**src/rtl/mem_arb_pkg.sv**
```systemverilog
// rtl/mem_arb_pkg.sv - state/grant encodings and latency limits for mem_arbiter
package mem_arb_pkg;

    // 2'b11 is unused and steers back to IDLE.
    typedef enum logic [1:0] {
        IDLE   = 2'b00,
        ACCESS = 2'b01,
        RESP   = 2'b10
    } arb_state_t;

    typedef enum logic {
        GNT_IF = 1'b0,
        GNT_DM = 1'b1
    } grant_t;

    localparam int MEM_LAT_MIN   = 1;
    localparam int MEM_LAT_MAX   = 15;
    localparam int LAT_CNT_WIDTH = 4;

    function automatic logic mem_lat_legal(input int lat);
        return (lat >= MEM_LAT_MIN) && (lat <= MEM_LAT_MAX);
    endfunction

endpackage

```
**src/rtl/mem_arb_sat_counter.sv**
```systemverilog
// rtl/mem_arb_sat_counter.sv - saturating event counter with synchronous clear
module mem_arb_sat_counter #(
    parameter int WIDTH = 16
) (
    input  logic             clock,
    input  logic             reset,
    input  logic             inc,
    input  logic             clr,
    output logic [WIDTH-1:0] count
);

    // Clear beats increment; the count sticks at all-ones.
    always_ff @(posedge clock or negedge reset) begin
        if (!reset) begin
            count <= '0;
        end else if (clr) begin
            count <= '0;
        end else if (inc && (count != '1)) begin
            count <= count + 1'b1;
        end
    end

endmodule

```
**src/rtl/mem_arbiter.sv**
```systemverilog
// rtl/mem_arbiter.sv - round-robin fetch/data arbiter for one shared memory (option: MEM_ARB_PERF_EN)
module mem_arbiter
    import mem_arb_pkg::*;
#(
    parameter int ADDR_WIDTH  = 32,
    parameter int DATA_WIDTH  = 32,
    parameter int MEM_LATENCY = 1,
    parameter int CNT_WIDTH   = 16
) (
    input  logic                  clock,
    input  logic                  reset,
    input  logic                  if_req,
    input  logic [ADDR_WIDTH-1:0] if_addr,
    output logic [DATA_WIDTH-1:0] if_rdata,
    output logic                  if_ack,
    input  logic                  dm_req,
    input  logic                  dm_we,
    input  logic [ADDR_WIDTH-1:0] dm_addr,
    input  logic [DATA_WIDTH-1:0] dm_wdata,
    output logic [DATA_WIDTH-1:0] dm_rdata,
    output logic                  dm_ack,
    output logic [ADDR_WIDTH-1:0] mem_addr,
    output logic                  mem_read,
    output logic                  mem_write,
    output logic [DATA_WIDTH-1:0] mem_wdata,
    input  logic [DATA_WIDTH-1:0] mem_rdata,
`ifdef MEM_ARB_PERF_EN
    input  logic                  perf_clr,
    output logic [CNT_WIDTH-1:0]  conflict_cnt,
    output logic [CNT_WIDTH-1:0]  if_stall_cnt,
`endif
    output logic                  busy
);

    if (!mem_lat_legal(MEM_LATENCY) || (CNT_WIDTH < 1)) begin : g_param_check
        $error("mem_arbiter: MEM_LATENCY must be 1..15 and CNT_WIDTH >= 1");
    end

    localparam logic [LAT_CNT_WIDTH-1:0] LAT_LOAD = LAT_CNT_WIDTH'(MEM_LATENCY - 1);

    arb_state_t                state, state_nxt;
    grant_t                    grant, grant_nxt;
    logic                      is_wr, is_wr_nxt;
    logic [LAT_CNT_WIDTH-1:0]  lat_cnt, lat_cnt_nxt;
    logic [ADDR_WIDTH-1:0]     addr_q, addr_nxt;
    logic [DATA_WIDTH-1:0]     wdata_q, wdata_nxt;
    logic [DATA_WIDTH-1:0]     if_rdata_q, if_rdata_nxt;
    logic [DATA_WIDTH-1:0]     dm_rdata_q, dm_rdata_nxt;

    // State, grant history, latched access and per-port read data registers.
    always_ff @(posedge clock or negedge reset) begin
        if (!reset) begin
            state      <= IDLE;
            grant      <= GNT_DM;
            is_wr      <= 1'b0;
            lat_cnt    <= '0;
            addr_q     <= '0;
            wdata_q    <= '0;
            if_rdata_q <= '0;
            dm_rdata_q <= '0;
        end else begin
            state      <= state_nxt;
            grant      <= grant_nxt;
            is_wr      <= is_wr_nxt;
            lat_cnt    <= lat_cnt_nxt;
            addr_q     <= addr_nxt;
            wdata_q    <= wdata_nxt;
            if_rdata_q <= if_rdata_nxt;
            dm_rdata_q <= dm_rdata_nxt;
        end
    end

    // Next-state: pick a port in IDLE, time the access, capture read data on its last cycle.
    always_comb begin
        state_nxt    = state;
        grant_nxt    = grant;
        is_wr_nxt    = is_wr;
        lat_cnt_nxt  = lat_cnt;
        addr_nxt     = addr_q;
        wdata_nxt    = wdata_q;
        if_rdata_nxt = if_rdata_q;
        dm_rdata_nxt = dm_rdata_q;
        case (state)
            IDLE: begin
                if (if_req || dm_req) begin
                    if (if_req && dm_req) begin
                        grant_nxt = (grant == GNT_DM) ? GNT_IF : GNT_DM;
                    end else begin
                        grant_nxt = if_req ? GNT_IF : GNT_DM;
                    end
                    if (grant_nxt == GNT_IF) begin
                        addr_nxt  = if_addr;
                        is_wr_nxt = 1'b0;
                    end else begin
                        addr_nxt  = dm_addr;
                        wdata_nxt = dm_wdata;
                        is_wr_nxt = dm_we;
                    end
                    lat_cnt_nxt = LAT_LOAD;
                    state_nxt   = ACCESS;
                end
            end
            ACCESS: begin
                if (is_wr) begin
                    state_nxt = RESP;
                end else if (lat_cnt == '0) begin
                    if (grant == GNT_IF) begin
                        if_rdata_nxt = mem_rdata;
                    end else begin
                        dm_rdata_nxt = mem_rdata;
                    end
                    state_nxt = RESP;
                end else begin
                    lat_cnt_nxt = lat_cnt - 1'b1;
                end
            end
            RESP: begin
                state_nxt = IDLE;
            end
            default: begin
                state_nxt = IDLE;
            end
        endcase
    end

    // Strobes and acks decode straight from state so reset silences them at once.
    assign mem_read  = (state == ACCESS) && !is_wr;
    assign mem_write = (state == ACCESS) && is_wr;
    assign if_ack    = (state == RESP) && (grant == GNT_IF);
    assign dm_ack    = (state == RESP) && (grant == GNT_DM);
    assign busy      = (state != IDLE);
    assign mem_addr  = addr_q;
    assign mem_wdata = wdata_q;
    assign if_rdata  = if_rdata_q;
    assign dm_rdata  = dm_rdata_q;

`ifdef MEM_ARB_PERF_EN
    mem_arb_sat_counter #(.WIDTH(CNT_WIDTH)) u_conflict_cnt (
        .clock (clock),
        .reset (reset),
        .inc   ((state == IDLE) && if_req && dm_req),
        .clr   (perf_clr),
        .count (conflict_cnt)
    );

    mem_arb_sat_counter #(.WIDTH(CNT_WIDTH)) u_if_stall_cnt (
        .clock (clock),
        .reset (reset),
        .inc   (if_req && !if_ack),
        .clr   (perf_clr),
        .count (if_stall_cnt)
    );
`endif

endmodule

```
**config.mk**
```make
export PLATFORM = sky130hd
export DESIGN_NAME = mem_arbiter
export DESIGN_NICKNAME = d
export VERILOG_FILES = /design/src/rtl/mem_arb_pkg.sv /design/src/rtl/mem_arb_sat_counter.sv /design/src/rtl/mem_arbiter.sv
export SDC_FILE = /design/constraint.sdc
export NUM_CORES = 1
export LEC_CHECK = 0
export CELL_PAD_IN_SITES_DETAIL_PLACEMENT = 0
export CELL_PAD_IN_SITES_GLOBAL_PLACEMENT = 1
export CORE_MARGIN = 4
export CORE_UTILIZATION = 25
export CTS_CLUSTER_SIZE = 10
export DETAILED_ROUTE_END_ITERATION = 10
export PLACE_DENSITY = 0.72
export SLEW_MARGIN = 25
export SYNTH_ARGS = -nofsm -noshare
export SYNTH_HDL_FRONTEND = slang
export SYNTH_HIERARCHICAL = 1
export SYNTH_SLANG_ARGS = --single-unit
```
**constraint.sdc**
```tcl
create_clock -name clock -period 4.6 [get_ports clock]
set_clock_uncertainty 0.2 [all_clocks]
set_input_delay 1.38 -clock clock [delete_from_list [all_inputs] [get_ports clock]]
set_output_delay 1.38 -clock clock [all_outputs]
set_load 0.1 [all_outputs]
```
==> out/metrics.yaml <==
timing.final.ws_setup_ps: 1068
cts_htree_levels: 4
cap_viol_max_count: 0
clk_path_buf_depth: 2
area_growth_pct: 63.85
dp_slack_ps: 1029
cts_tree: "built"
ys_top_cells_by_count: "dfrtp_1, mux2_2, nand2_1"
first_pass_iters: 4
cts_buffers: 17
cp.required_ps: 3020
synth_compound_area_frac: 0.04222
holdWs_ps: 280.1
grt_pass1_wl_um: 23570
rsz0062_at_grt: "false"
die_y_um: 156.1
rows: 53
holdBufCountCts: 0
crit_type: "flip-flop to output pin"
cts_sinks: 136
viasPerCell: 4.284
finalHoldViolations: 0
path_cells: "clkdlybuf4s50_1"
antenna_found_initial: 0
nNetsFinal: 798
grt-ovfl-total: 0
synth-simple-area-share: 0.05477
portBuffers: 265
ys_seq_elements: 136
grt_pass1_vias: 4549
start_util: 0.2576
post_cts_resized: 0
synthMuxAreaShare: 0.2556
synth_cell_types: 32
synthAdderAreaFrac: 0.002282
dpl.hpwl_um: 11400
yosysTopAreaCell: "dfrtp_1"
drt-wirelength-per-cell_um: 15.78
synthesis.area_um2: 5483
hp-class: "flip-flop to flip-flop"
crit_slowest_cell: "clkdlybuf4s50_1"
layout-drive-gt1-share: 0.2097
synth_xor_area_frac: 0
grt_start_max_net_pins: 85
synth_nets: 530
slew_violations: 0
crit_fanout: 2
avgSynthCellArea_um2: 13.85
finalSetupTns_ps: 0
num_io_pins: 266
synth-edff-count: 0
remaining_drc_errors: 0
cp-end-kind: "output pin"
core_area_um2: 21290
clk_pin_slew_ps: 60
critPathTopFamily: "buffers and inverters"
drtIter0Drc: 104
cts_root_buf: "clkbuf_16"
n_fill_cell: 1974
synth_area_leaders: "dfrtp_1, mux2_2, mux2i_1"
yosys_warnings: 6
max_clock_freq_ghz: 0.2831
synth_top_family_by_area: "multiplexers"
setup_viol: 0
ant_nets: 0
slowest_delay_ps: 1200
outcome: "finished clean"
async_reset_ff_frac: 1.000
antenna_cells: 0
yosys.area.top_type_share: 0.6162
netlist_instances: 396
die_width_um: 156.1
synth_most_common_cell: "dfrtp_1"
arrival_ps: 1950
cp-start-kind: "flip-flop"
cp.buffers_inverters: 1
grtUsageTotal: 0.1226
max_slew_margin: 0.2913
design.die.area_um2: 24360
dr_total_vias: 4078
period_needed_ps: 3532
min_period_over_period: 0.7679
wl_um: 15030
cts_setup_buffers: 0
tightest_slew_ps: 1060
synth_seq_area_share: 0.6209
gp_congestion: 0.7338
clock_latency_ps: 410
ys.flop_type: "dfrtp_1"
[registers in the layout, indices dropped and copies added, names as in the netlist]
signal / count
grant: 1
is_wr: 1
mem_addr: 32
mem_wdata: 32
dm_rdata: 32
state: 2
lat_cnt: 4
if_rdata: 32
[tightest hold or removal path, stage by stage (launching register included)]
cell,delay (ps)
dfrtp_1,340
nand2_1,40
o21ai_0,60
[logic make-up (layout without fill, tap and decap cells)]
family	Yosys count	count (layout)
buffers and inverters	27	308
adders and majority gates	1	1
and+or+nand+nor	62	62
DFF	136	136
AOI/OAI and AO/OA	42	42
muxes	128	128
[final timing paths]
path,startpoint,endpoint,slack [ps],cells past startpoint
max in group asynchronous,reset,grant,2540,2
setup reg to reg,lat_cnt[0],dm_rdata[2],1810,5
hold reg to reg,mem_addr[15],mem_addr[15],280,2
hold / removal,mem_addr[15],mem_addr[15],280,2
min in group asynchronous,reset,dm_rdata[21],810,1
setup / recovery,mem_addr[29],mem_addr[29],1070,1
[per-stage QoR]
step                      cell area [um^2]  cells    util
after detailed placement              8421    919  0.3956
final                                 8984    952  0.4220
after floorplan                       5483    396       -
after global placement                8421    919  0.3956
after global routing                  8984    952  0.4220
after CTS                             8959    951  0.4209
[placed cells by master (no fill, tap or decap), drive strengths merged, types with 2 or more instances in the layout]
cell and instances:
clkbuf 18, clkinv 6, o22ai 2, dfrtp 135
buf 10, clkdlybuf4s50 259, o21ai 33, mux2 96
nand2 39, inv 11, nor3b 4, a22o 2
clkinvlp 4, nand3 2, a21oi 2, nor3 2
nor2 8, mux2i 32
[cell type report]
class / count / area (um^2) / area share
Sequential cell: 136 / 3405 / 0.3790
Multi-Input combinational cell: 233 / 1974 / 0.2198
Clock buffer: 18 / 439.2 / 0.04889
Tap cell: 275 / 344.1 / 0.03830
Timing Repair Buffer: 269 / 2696 / 0.3001
Clock inverter: 14 / 98.84 / 0.01100
Inverter: 7 / 26.28 / 0.002925
[metal layers]
metal	routed length, um	vias to the layer above	track usage	share of wire
met2	7475	180	0.2092	0.50
met5	0	-	0	0
met1	5830	1954	0.1378	0.39
met3	1453	19	0.05381	0.097
li1	-	1925	-	-
met4	267	0	0.04050	0.018
Power is not shown: default switching activity piles up to over one toggle a cycle in this logic, so the estimate is an artifact.
